## src/rtl/instx_mem_loader_if.sv

```systemverilog
// Boot-link byte stream and IM write-port bundle for the instruction memory loader.
// The slave side is the loader; the master side is whoever drives the boot link and watches the IM port.
interface instx_mem_loader_if #(
  parameter int ADDR_W = 7,
  parameter int DATA_W = 32
);
  logic              Start;
  logic [ADDR_W:0]   WordCount;
  logic [7:0]        ByteIn;
  logic              ByteValid;
  logic              ByteReady;
  logic              MemWrEn;
  logic [ADDR_W-1:0] MemWrAddr;
  logic [DATA_W-1:0] MemWrData;
  logic              CpuHold;
  logic              Done;
  logic              Error;

  modport slave (
    input  Start, WordCount, ByteIn, ByteValid,
    output ByteReady, MemWrEn, MemWrAddr, MemWrData, CpuHold, Done, Error
  );

  modport master (
    output Start, WordCount, ByteIn, ByteValid,
    input  ByteReady, MemWrEn, MemWrAddr, MemWrData, CpuHold, Done, Error
  );
endinterface

```

## src/rtl/instx_mem_loader.sv

```systemverilog
// Boot-time loader: packs a big-endian byte stream into 32-bit words and writes them to IM from address 0.
// One WRITE cycle per word (ByteReady low); Done/CpuHold release one cycle after the final write completes.
module instx_mem_loader #(
  parameter int ADDR_W  = 7,
  parameter int DATA_W  = 32,
  parameter int TIMEOUT = 1024
) (
  input  logic              Clock1,
  input  logic              Reset,
  instx_mem_loader_if.slave ld
);
  localparam int              TMO_W = $clog2(TIMEOUT + 1);
  localparam logic [ADDR_W:0] DEPTH = {1'b1, {ADDR_W{1'b0}}};

  typedef enum logic [2:0] {
    S_IDLE,
    S_RECV,
    S_WRITE,
    S_DONE,
    S_ERROR
  } state_t;

  state_t            r_state;
  state_t            w_next;
  logic [ADDR_W:0]   r_count;
  logic [ADDR_W:0]   r_word_idx;
  logic [ADDR_W:0]   w_idx_inc;
  logic [ADDR_W:0]   w_count_in;
  logic [1:0]        r_byte_idx;
  logic [DATA_W-1:0] r_word;
  logic [TMO_W-1:0]  r_tmo;
  logic              r_done;
  logic              w_accept;
  logic              w_start_ok;
  logic              w_tmo_hit;

  assign w_accept   = (r_state == S_RECV) && ld.ByteValid;
  assign w_start_ok = ld.Start && ((r_state == S_IDLE) || (r_state == S_DONE) || (r_state == S_ERROR));
  // Zero and anything past the array depth both mean "fill the whole IM".
  assign w_count_in = ((ld.WordCount == '0) || (ld.WordCount > DEPTH)) ? DEPTH : ld.WordCount;
  assign w_idx_inc  = r_word_idx + {{ADDR_W{1'b0}}, 1'b1};
  assign w_tmo_hit  = (r_tmo == TMO_W'(TIMEOUT - 1));

  always_comb begin
    w_next = r_state;
    case (r_state)
      S_IDLE, S_DONE, S_ERROR: begin
        if (ld.Start) w_next = S_RECV;
      end
      S_RECV: begin
        if (w_accept && (r_byte_idx == 2'd3)) w_next = S_WRITE;
        else if (!w_accept && w_tmo_hit)      w_next = S_ERROR;
      end
      S_WRITE: begin
        if (w_idx_inc == r_count) w_next = S_DONE;
        else                      w_next = S_RECV;
      end
      default: w_next = S_IDLE;
    endcase
  end

  always_ff @(posedge Clock1 or negedge Reset) begin
    if (!Reset) begin
      r_state    <= S_IDLE;
      r_count    <= '0;
      r_word_idx <= '0;
      r_byte_idx <= '0;
      r_word     <= '0;
      r_tmo      <= '0;
      r_done     <= 1'b0;
    end else begin
      r_state <= w_next;
      // Registered off the DONE state so the CPU is released only after the last write has settled.
      r_done  <= (r_state == S_DONE) && !ld.Start;
      if (w_start_ok) begin
        r_count    <= w_count_in;
        r_word_idx <= '0;
        r_byte_idx <= '0;
        r_tmo      <= '0;
      end else if (r_state == S_RECV) begin
        if (w_accept) begin
          r_word     <= {r_word[DATA_W-9:0], ld.ByteIn};
          r_byte_idx <= r_byte_idx + 2'd1;
          r_tmo      <= '0;
        end else begin
          r_tmo <= r_tmo + {{(TMO_W-1){1'b0}}, 1'b1};
        end
      end else if (r_state == S_WRITE) begin
        r_word_idx <= w_idx_inc;
        r_byte_idx <= '0;
        r_tmo      <= '0;
      end
    end
  end

  assign ld.ByteReady = (r_state == S_RECV);
  assign ld.MemWrEn   = (r_state == S_WRITE);
  assign ld.MemWrAddr = r_word_idx[ADDR_W-1:0];
  assign ld.MemWrData = r_word;
  assign ld.Done      = r_done;
  assign ld.CpuHold   = !r_done;
  assign ld.Error     = (r_state == S_ERROR);
endmodule

```

## src/flat_wrapper.sv

```systemverilog
// flat-port wrapper written by rule: the top's interface ports become plain ports
module instx_mem_loader_flat 
#(
  parameter int ADDR_W  = 7,
  parameter int DATA_W  = 32,
  parameter int TIMEOUT = 1024
)
  (Clock1, Reset, ld_Start, ld_WordCount, ld_ByteIn, ld_ByteValid, ld_ByteReady, ld_MemWrEn, ld_MemWrAddr, ld_MemWrData, ld_CpuHold, ld_Done, ld_Error);
  instx_mem_loader_if #(.ADDR_W(ADDR_W), .DATA_W(DATA_W)) ld_i ();
  input  logic Clock1;
  input  logic Reset;
  input wire logic [$bits(ld_i.Start)-1:0] ld_Start;
  input wire logic [$bits(ld_i.WordCount)-1:0] ld_WordCount;
  input wire logic [$bits(ld_i.ByteIn)-1:0] ld_ByteIn;
  input wire logic [$bits(ld_i.ByteValid)-1:0] ld_ByteValid;
  output wire logic [$bits(ld_i.ByteReady)-1:0] ld_ByteReady;
  output wire logic [$bits(ld_i.MemWrEn)-1:0] ld_MemWrEn;
  output wire logic [$bits(ld_i.MemWrAddr)-1:0] ld_MemWrAddr;
  output wire logic [$bits(ld_i.MemWrData)-1:0] ld_MemWrData;
  output wire logic [$bits(ld_i.CpuHold)-1:0] ld_CpuHold;
  output wire logic [$bits(ld_i.Done)-1:0] ld_Done;
  output wire logic [$bits(ld_i.Error)-1:0] ld_Error;
  assign ld_i.Start = ld_Start;
  assign ld_i.WordCount = ld_WordCount;
  assign ld_i.ByteIn = ld_ByteIn;
  assign ld_i.ByteValid = ld_ByteValid;
  assign ld_ByteReady = ld_i.ByteReady;
  assign ld_MemWrEn = ld_i.MemWrEn;
  assign ld_MemWrAddr = ld_i.MemWrAddr;
  assign ld_MemWrData = ld_i.MemWrData;
  assign ld_CpuHold = ld_i.CpuHold;
  assign ld_Done = ld_i.Done;
  assign ld_Error = ld_i.Error;
  instx_mem_loader #(.ADDR_W(ADDR_W), .DATA_W(DATA_W), .TIMEOUT(TIMEOUT)) u_core (.Clock1(Clock1), .Reset(Reset), .ld(ld_i));
endmodule
```

## config.mk

```make
export PLATFORM = sky130hd
export DESIGN_NAME = instx_mem_loader_flat
export DESIGN_NICKNAME = d
export VERILOG_FILES = /design/src/rtl/instx_mem_loader_if.sv /design/src/rtl/instx_mem_loader.sv /design/src/flat_wrapper.sv
export SDC_FILE = /design/constraint.sdc
export NUM_CORES = 1
export LEC_CHECK = 0
export CAP_MARGIN = 20
export CORE_MARGIN = 3
export CORE_UTILIZATION = 44
export CTS_CLUSTER_SIZE = 24
export DETAILED_ROUTE_END_ITERATION = 10
export PLACE_DENSITY_LB_ADDON = 0.25
export SLEW_MARGIN = 5
export SYNTH_ARGS = -nofsm -noshare
export SYNTH_HDL_FRONTEND = slang
export SYNTH_SLANG_ARGS = --single-unit
```

## constraint.sdc

```tcl
create_clock -name Clock1 -period 2.6 [get_ports Clock1]
set_input_delay 0.26 -clock Clock1 [delete_from_list [all_inputs] [get_ports Clock1]]
set_output_delay 0.26 -clock Clock1 [all_outputs]
set_load 0.05 [all_outputs]
```

==> flow_summary_export.csv, run 1 <==
group,metric,value,unit
outcome,outcome,"finished clean",
floorplanning,core_area,6870,sq um
yosys,synth.most_common_cell,"dfrtp_1",
clocking,clk_latency,0.34,ns
final_layout,layout-drive-gt1-share,16.9,%
setup_path,critPathKind,"reg -> out",
floorplanning,start_util,45.8,%
power,internal_power,2.87,mW
route,first_iter_violations,88,
yosys,netlist_top_cells_count,"65 x dfrtp_1, 33 x nand2_1, 32 x mux2_2",
final_layout,regArea,1630,sq um
setup_path,reg2reg_depth,6,
floorplanning,num_rows,30,
power,clock_power_share,16.4,%
sta,clock.fmax,0.419,GHz
clocking,clock-sinks,65,
power,p_leak,1.70,nW
setup_path,critPathArrivalTime,2.13,ns
sta,drv_slew,0,
clocking,clkTransAtPathRegs,0.07,ns
yosys,synthCells,295,
sta,finalHoldViolCount,0,
setup_path,cp.depth,2,
power,comb_power_share,50.8,%
setup_path,crit_end,"ld_ByteReady",
final_layout,syn2layout_area_growth,28.3,%
yosys,synth_fp_nets,318,
clocking,cts_tree,"yes",
clocking,root_buffer,"clkbuf_8",
yosys,synthesis.area,3150,sq um
sta,timing_worst_slew_pin_value,0.982,ns
route,first_pass_iters,4,
setup_path,worst-path-max-fanout,17,
power,power.share.sequential,32.8,%
grt,grt_pass1_wl,11200,microns
yosys,ys_warn_count,0,
setup_path,critPathTopFamily,"buffers and inverters",
final_layout,layout.nets,380,
grt,grt_util_all_layers,16.7,%
yosys,synthFlopType,"dfrtp_1",
clocking,cts_buffers,9,
route,routed_wl,6410,microns
final_layout,multiInputGateArea,1390,sq um
setup_path,cpMaxStageDelayCell,"clkdlybuf4s50_1",
setup_path,crit_path_start_kind,"flip-flop",
grt,antenna_found_initial,0,
yosys,synth_top_area_share,51.7,%
sta,setup-violations-final,0,
route,ant_nets,0,
setup_path,path_cells,"nor3b_2, clkdlybuf4s50_1",
route,drcViolationCount,0,
yosys,synth_cell_types,41,
route,avgViaCountPerCell,5.20,
final_layout,fin_area,4040,sq um
setup_path,cp-end-kind,"output port",
yosys,ys_seq_area_share,51.7,%
clocking,htree_levels,3,
yosys,postSynth.asyncResetShare,100,%
setup_path,cpPeakStageDelay,0.87,ns
placed_design,portBuffers,63,
power,peakVddDrop,0.819,mV
route,vias,2380,
final_layout,fillers,599,
clocking,cts.path.max_buffers,2,
yosys,synth_top_area_cell,"dfrtp_1",
grt,grt_pass1_vias,2421,
yosys,synthTopCellsByArea,"dfrtp_1 52%, mux2_2 11%, o21ai_0 4.0%",
setup_path,rr_startpoint,"u_core.r_tmo[0]",
setup_path,critPathLaunch,"u_core.r_state[1]",
min_path,hold_class,"in -> async",
setup_path,path_buf_inv,1,
sta,period_needed,2.39,ns
floorplanning,chipWidth,90.6,microns
yosys,ys_seq_elements,65,
grt,grt-ovfl-total,0,
power,powerDensity,1290,nW/um^2
sta,timing.final.crit_share,91.8,%
yosys,synth_edf_count,0,
floorplanning,die_area,8200,sq um
grt,grt_max_degree,35,
sta,skew,0.00545,ns
power,p_switching,2.33,mW
placed_design,place_area,3830,sq um
job,maxCapViolCount,0,
sta,finalSetupTns,0,ns
floorplanning,die_h,90.6,microns
yosys,synth_area_per_cell,10.7,sq um
setup_path,timing.rr.end,"u_core.r_state[2]",
placed_design,hpwlAfterDp,4590,microns
setup_path,reg2reg_slack,0.47,ns
floorplanning,io_pins,64,
final_layout,antenna_cells,0,
route,routedWlPerCell,14.0,microns
setup_path,required,2.34,ns
power,swShare,44.8,%
placed_design,place_congestion,0.792,
sta,relSlewSlack,34.1,%
sta,grt_setup_unrepaired,"false",
==> worst register-to-register path, stage by stage (launching register included) <==
cell,delay [ns]
dfrtp_1,0.41
ha_1,0.25
nand2_4,0.07
or3_4,0.38
or4_4,0.48
or3_1,0.32
a21oi_1,0.14
==> sequential cells by signal (all words and copies together) (netlist names) <==
| signal | cells |
|---|---|
| u_core.ld.MemWrData | 32 |
| u_core.r_tmo | 11 |
| u_core.r_word_idx | 8 |
| u_core.r_state | 3 |
| u_core.r_count | 8 |
| u_core.ld.Done | 1 |
| u_core.r_byte_idx | 2 |
==> kinds of logic after synthesis <==
group / after synthesis / share of synthesized area, %
AOI/OAI and AO/OA: 57 / 10.9
muxes: 32 / 11.5
xor gates and xnor gates: 16 / 4.45
adders and majority gates: 3 / 1.19
DFF: 65 / 51.7
buffers and inverters: 26 / 4.45
and+or+nand+nor: 96 / 15.9
==> cells in the final DEF (no fill, tap or decap), drive strengths merged, types with 8 or more instances in the layout <==
cell and count:
mux2 32, clkbuf 11, nor2 12, xnor2 9
dfrtp 65, clkdlybuf4s50 61, nand2 34, nand2b 14
buf 8, o21ai 29
==> area by class of cell <==
type	count	area share, %
clock inverters	5	1.36
multi-input cells	204	34.3
inverters	6	0.558
well taps	96	2.97
flip-flops and latches	65	40.3
clock buffers	11	3.50
repair buffers	71	17.0
==> power by group through the flow <==
stage	registers (mW)	logic [mW]	clock network, mW
after CTS	1.71	2.67	0.874
after global routing	1.77	2.81	0.929
final	1.71	2.64	0.855
after global placement	1.70	2.62	0
after floorplan	2.55	0.981	0
after detailed placement	1.72	2.65	0
==> worst min-delay path by stage <==
| stage | start | to | slack [ns] | cells past startpoint |
|---|---|---|---|---|
| 2_1_floorplan | Reset | u_core.ld.Done | -0.04 | 0 |
| 3_3_place_gp | Reset | u_core.r_word_idx[1] | 0.32 | 1 |
| 3_5_place_dp | Reset | u_core.r_word_idx[1] | 0.32 | 1 |
| 4_1_cts | Reset | u_core.r_word_idx[1] | 0.49 | 2 |
| 5_1_grt | u_core.r_tmo[10] | u_core.r_tmo[10] | 0.52 | 1 |
| 6_report | Reset | u_core.r_word_idx[1] | 0.48 | 2 |
==> metrics by stage <==
stage / util (%) / cells / total power [mW] / setup slack (ns) / hold slack (ns)
2_1_floorplan: - / 295 / 3.53 / 0.397 / -0.0356
3_3_place_gp: 55.8 / 441 / 4.32 / 0.377 / 0.322
3_5_place_dp: 55.8 / 441 / 4.38 / 0.341 / 0.316
4_1_cts: 58.8 / 458 / 5.25 / 0.201 / 0.489
5_1_grt: 58.8 / 458 / 5.51 / 0.121 / 0.518
6_report: 58.8 / 458 / 5.20 / 0.214 / 0.477
==> layer usage <==
| layer | vias up | share of wire (%) | GRT usage, % |
|---|---|---|---|
| li1 | 1154 | - | - |
| met1 | 1149 | 45 | 21.3 |
| met2 | 67 | 45 | 25.1 |
| met3 | 10 | 8.9 | 6.17 |
| met4 | 0 | 1.8 | 7.65 |
| met5 | - | 0 | 0 |
==> repair_timing <==
action,in CTS,in global routing
setup endpoints to repair,1,0
hold endpoints to repair,27,0
resized for setup,1,0
setup buffers,0,0
hold buffers,1,0
No activity file was read; power rests on OpenSTA's default activity.
==> inputs of run 2 (changes only) <==
--- a/config.mk
+++ b/config.mk
@@ -11,6 +11,7 @@
 export CTS_CLUSTER_SIZE = 24
 export DETAILED_ROUTE_END_ITERATION = 10
 export PLACE_DENSITY_LB_ADDON = 0.25
+export REMOVE_ABC_BUFFERS = 1
 export SLEW_MARGIN = 5
 export SYNTH_ARGS = -nofsm -noshare
 export SYNTH_HDL_FRONTEND = slang
==> run 2 against run 1 <==
Net effect:
- clock power increased by 14%
- cell count unchanged
- sequential cell count unchanged
- largest cell class unchanged
==> flow_summary_export.csv, run 2 (same netlist as run 1, synthesis figures left out) <==
group,metric,value,unit
setup_path,cpPeakStageDelay,0.81,ns
clocking,ctsResizeCount,0,
floorplanning,chipWidth,90.6,microns
route,routedWlPerCell,13.7,microns
placed_design,place_congestion,0.806,
final_layout,layout_commonest_cell,"dfrtp_1",
setup_path,crit_path_start_kind,"flip-flop",
route,drcViolationCount,0,
setup_path,critPathArrivalTime,2.21,ns
grt,grt_util_all_layers,16.3,%
placed_design,place_area,3830,sq um
placed_design,dp_slack,0.501,ns
final_layout,antenna_cells,0,
grt,grt-ovfl-total,0,
sta,setup-violations-final,0,
sta,clock.fmax,0.405,GHz
clocking,root_buffer,"clkbuf_8",
sta,drv_slew,0,
route,vias,2391,
setup_path,cp-end-kind,"output port",
setup_path,cpMaxStageDelayCell,"clkdlybuf4s50_1",
floorplanning,io_pins,64,
floorplanning,num_rows,30,
placed_design,hpwlAfterDp,4420,microns
sta,timing.final.ws_setup,0.130,ns
clocking,cts_buffers,9,
sta,timing_worst_slew_pin_value,1.02,ns
floorplanning,start_util,45.8,%
floorplanning,core_area,6870,sq um
clocking,clk_latency,0.34,ns
outcome,outcome,"finished clean",
sta,period_needed,2.47,ns
power,p_leak,1.71,nW
setup_path,worst-path-max-fanout,8,
final_layout,fin_cells,458,
route,first_pass_iters,4,
power,powerDensity,1310,nW/um^2
grt,grt_pass1_vias,2365,
final_layout,layout-drive-gt1-share,17.1,%
grt,grt_pass1_wl,10800,microns
setup_path,path_buf_inv,2,
placed_design,portBuffers,63,
final_layout,syn2layout_area_growth,29.0,%
clocking,cts_tree,"yes",
sta,skew,0.0105,ns
power,peakVddDrop,1.03,mV
placed_design,dp.cells,442,
route,first_iter_violations,98,
setup_path,crit_path_frequent_cell,"nand2b_1",
final_layout,fillers,592,
final_layout,largest_reg_flops,32,
floorplanning,die_area,8200,sq um
route,avgViaCountPerCell,5.22,
sta,relSlewSlack,31.4,%
grt,grt_max_degree,40,
clocking,clkTransAtPathRegs,0.08,ns
setup_path,required,2.34,ns
route,ant_nets,0,
final_layout,final_cell_mix,"65 x dfrtp_1, 62 x clkdlybuf4s50_1, 33 x nand2_1",
sta,finalHoldViolCount,0,
sta,grt_setup_unrepaired,"false",
sta,timing.final.crit_share,95.0,%
grt,antenna_found_initial,0,
setup_path,critPathTopFamily,"buffers and inverters",
final_layout,layout.nets,380,
setup_path,path_cells,"nand2b_1, nand2b_1, inv_2, clkdlybuf4s50_1",
job,maxCapViolCount,0,
sta,hold_slack,0.0219,ns
min_path,hold_class,"in -> async",
route,routed_wl,6270,microns
final_layout,fin_area,4060,sq um
clocking,clock-sinks,65,
setup_path,critPathKind,"reg -> out",
floorplanning,die_h,90.6,microns
clocking,htree_levels,3,
clocking,cts.path.max_buffers,2,
clocking,post_cts_buffers,0,
clocking,cts_hold_buf,0,
[run 2: per-stage QoR]
step	TNS [ns]	total power [mW]	utilization, %
floorplan	-29.46	3.46	-
global route	0	5.61	59.1
CTS	0	5.37	59.1
finish	0	5.31	59.1
global placement	0	4.33	55.8
detailed placement	0	4.36	55.8
[run 2: path summary, 6_finish.rpt]
kind	startpoint	to	slack, ns	cells past startpoint
hold / removal	Reset	u_core.r_word_idx[4]	0.02	1
setup / recovery	u_core.r_state[2]	ld_MemWrEn	0.13	4
max in group asynchronous	Reset	u_core.ld.MemWrData[31]	1.85	2
hold reg to reg	u_core.r_tmo[10]	u_core.r_tmo[10]	0.49	1
setup reg to reg	u_core.r_tmo[0]	u_core.r_state[2]	0.50	6
min in group Clock1	u_core.r_tmo[10]	u_core.r_tmo[10]	0.49	1
[run 2: area by class of cell]
class | instances | area, sq um | area share (%)
Sequential cell | 65 | 1630 | 40.1
Inverter | 6 | 22.5 | 0.555
Clock buffer | 9 | 124 | 3.05
Timing Repair Buffer | 71 | 686 | 16.9
Clock inverter | 7 | 101 | 2.50
Multi-Input combinational cell | 204 | 1380 | 34.0
Tap cell | 96 | 120 | 2.96
[run 2: where the power goes]
part | switching [mW] | total [mW] | internal, mW
logic | 1.62 | 2.64 | 1.02
clock network | 0.423 | 0.974 | 0.551
registers | 0.306 | 1.70 | 1.39
[run 2: routing by layer]
metal | vias up | GRT usage [%] | wire length, microns
li1 | 1157 | - | -
met4 | 0 | 5.99 | 77
met1 | 1144 | 20.6 | 2750
met5 | - | 0 | 0
met3 | 10 | 8.33 | 595
met2 | 80 | 23.8 | 2850
==> inputs of run 3 (changes only) <==
--- a/config.mk
+++ b/config.mk
@@ -10,7 +10,8 @@
 export CORE_UTILIZATION = 44
 export CTS_CLUSTER_SIZE = 24
 export DETAILED_ROUTE_END_ITERATION = 10
-export PLACE_DENSITY_LB_ADDON = 0.25
+export GPL_TIMING_DRIVEN = 0
+export PLACE_DENSITY = 0.7
 export REMOVE_ABC_BUFFERS = 1
 export SLEW_MARGIN = 5
 export SYNTH_ARGS = -nofsm -noshare
==> run 3 against run 2 <==
Net effect:
- the run now ends with hold timing left
- clock skew down 0.0028 ns
- sequential share of layout area rose by 0.22 points
- count of clock-buffer cells in the layout increased by 1
- cell count shrank 1.5%
- critical endpoint is now u_core.r_state[2]
- largest cell class unchanged
==> flow_summary_export.csv, run 3 (same netlist as run 1, synthesis figures left out) <==
group,metric,value,unit
route,first_pass_iters,4,
clocking,clkTransAtPathRegs,0.08,ns
final_layout,layout_commonest_cell,"dfrtp_1",
grt,grt_max_degree,66,
placed_design,place_area,3780,sq um
setup_path,crit_path_start_kind,"flip-flop",
setup_path,path_cells,"nor3b_1, and2_2, or4_4, or3_1, a21oi_1",
sta,relSlewSlack,45.9,%
clocking,cts_hold_buf,0,
sta,timing.final.crit_share,94.3,%
clocking,cts.path.max_buffers,2,
clocking,root_buffer,"clkbuf_8",
final_layout,layout.nets,373,
power,peakVddDrop,0.912,mV
job,maxCapViolCount,0,
placed_design,place_congestion,0.771,
final_layout,layout-drive-gt1-share,16.1,%
sta,period_needed,2.45,ns
grt,antenna_found_initial,0,
setup_path,cpPeakStageDelay,0.61,ns
sta,grt_setup_unrepaired,"false",
final_layout,multiInputGateArea,1380,sq um
clocking,cts_tree,"yes",
power,fin_total_pwr,5.36,mW
setup_path,timing.rr.end,"u_core.r_state[2]",
final_layout,fin_cells,451,
grt,grt_use_met1,23.3,%
setup_path,critPathArrivalTime,2.71,ns
floorplanning,num_rows,30,
setup_path,reg2reg_depth,5,
sta,timing.final.ws_setup,0.149,ns
grt,grt_util_all_layers,16.4,%
setup_path,worst-path-max-fanout,35,
final_layout,antenna_cells,0,
floorplanning,core_area,6870,sq um
route,routed_wl,6320,microns
placed_design,hpwlAfterDp,4240,microns
clocking,htree_levels,3,
sta,drv_slew,0,
final_layout,utilization,58.8,%
setup_path,required,2.86,ns
placed_design,dp_slack,0.159,ns
min_path,hold_class,"in -> async",
route,routedWlPerCell,14.0,microns
final_layout,regArea,1630,sq um
final_layout,final_cell_mix,"64 x dfrtp_1, 60 x clkdlybuf4s50_1, 33 x nand2_1",
setup_path,critPathTopFamily,"simple AND/OR/NAND/NOR gates",
final_layout,syn2layout_area_growth,28.4,%
sta,finalHoldViolCount,3,
placed_design,dp.cells,434,
floorplanning,chipWidth,90.6,microns
final_layout,fillers,594,
grt,grt_pass1_vias,2248,
clocking,post_cts_buffers,0,
final_layout,largest_reg_flops,32,
floorplanning,die_area,8200,sq um
grt,grt_busiest_layer,"met1",
setup_path,reg2reg_slack,0.15,ns
floorplanning,io_pins,64,
setup_path,rr_startpoint,"u_core.r_state[0]",
grt,gr-usage-met3,6.33,%
outcome,violations,"hold timing",
setup_path,cpMaxStageDelayCell,"or4_4",
route,vias,2315,
sta,hold_slack,-0.00828,ns
setup_path,critPathKind,"reg -> reg",
setup_path,cp-end-kind,"flip-flop",
setup_path,path_buf_inv,0,
floorplanning,die_h,90.6,microns
sta,finalSetupTns,0,ns
final_layout,fin_area,4040,sq um
sta,timing_worst_slew_pin_value,0.811,ns
floorplanning,start_util,45.8,%
route,drcViolationCount,0,
grt,grt-ovfl-total,0,
route,first_iter_violations,95,
clocking,clk_latency,0.34,ns
grt,grt_pass1_wl,10900,microns
outcome,outcome,"finished, violations left",
sta,skew,0.00766,ns
route,avgViaCountPerCell,5.13,
clocking,cts_buffers,9,
sta,setup-violations-final,0,
route,ant_nets,0,
sta,clock.fmax,0.408,GHz
placed_design,portBuffers,63,
grt,met2_usage,22.4,%
clocking,clock-sinks,65,
power,p_leak,1.69,nW
power,powerDensity,1330,nW/um^2
-- run 3: layout make-up --
type / count / share of cell area, %
clock buffers: 10 / 3.41
clock inverters: 6 / 2.85
inverters: 6 / 0.557
multi-input cells: 204 / 34.2
flip-flops and latches: 65 / 40.3
well taps: 96 / 2.97
repair buffers: 64 / 15.8
-- run 3: worst max-delay path by stage --
| stage | end | from | cells past startpoint |
|---|---|---|---|
| finish | u_core.r_state[2] | u_core.r_state[0] | 5 |
| global route | u_core.r_state[2] | u_core.r_state[2] | 5 |
| CTS | ld_ByteReady | u_core.r_state[0] | 2 |
| detailed placement | u_core.r_state[2] | u_core.r_state[1] | 5 |
| global placement | u_core.ld.MemWrData[4] | Reset | 1 |
| floorplan | u_core.r_state[2] | u_core.r_state[0] | 5 |
-- run 3: worst register-to-register path: cells and delay by family, from the launching register on --
family | cells | cell delay [ns]
and+or+nand+nor | 4 | 1.67
DFF | 1 | 0.55
AOI/OAI and AO/OA | 1 | 0.15
-- run 3: repair_timing --
item / in CTS / in global routing
gates cloned: 0 / 0
pin swaps: 0 / 0
setup endpoints to repair: 1 / 2
resized for setup: 1 / 2
-- run 3: report_power, final --
| part | switching, mW | total [mW] | internal [mW] |
|---|---|---|---|
| combinational | 1.59 | 2.57 | 0.987 |
| clock | 0.400 | 1.07 | 0.666 |
| sequential | 0.336 | 1.73 | 1.39 |
| total | 2.32 | 5.36 | 3.04 |
-- run 3: layer usage --
layer	up-vias	part of all wire (%)	routed length (microns)
li1	1132	-	-
met5	-	0	0
met2	66	43	2720
met1	1110	49	3070
met3	7	7.2	455
met4	0	1.2	76
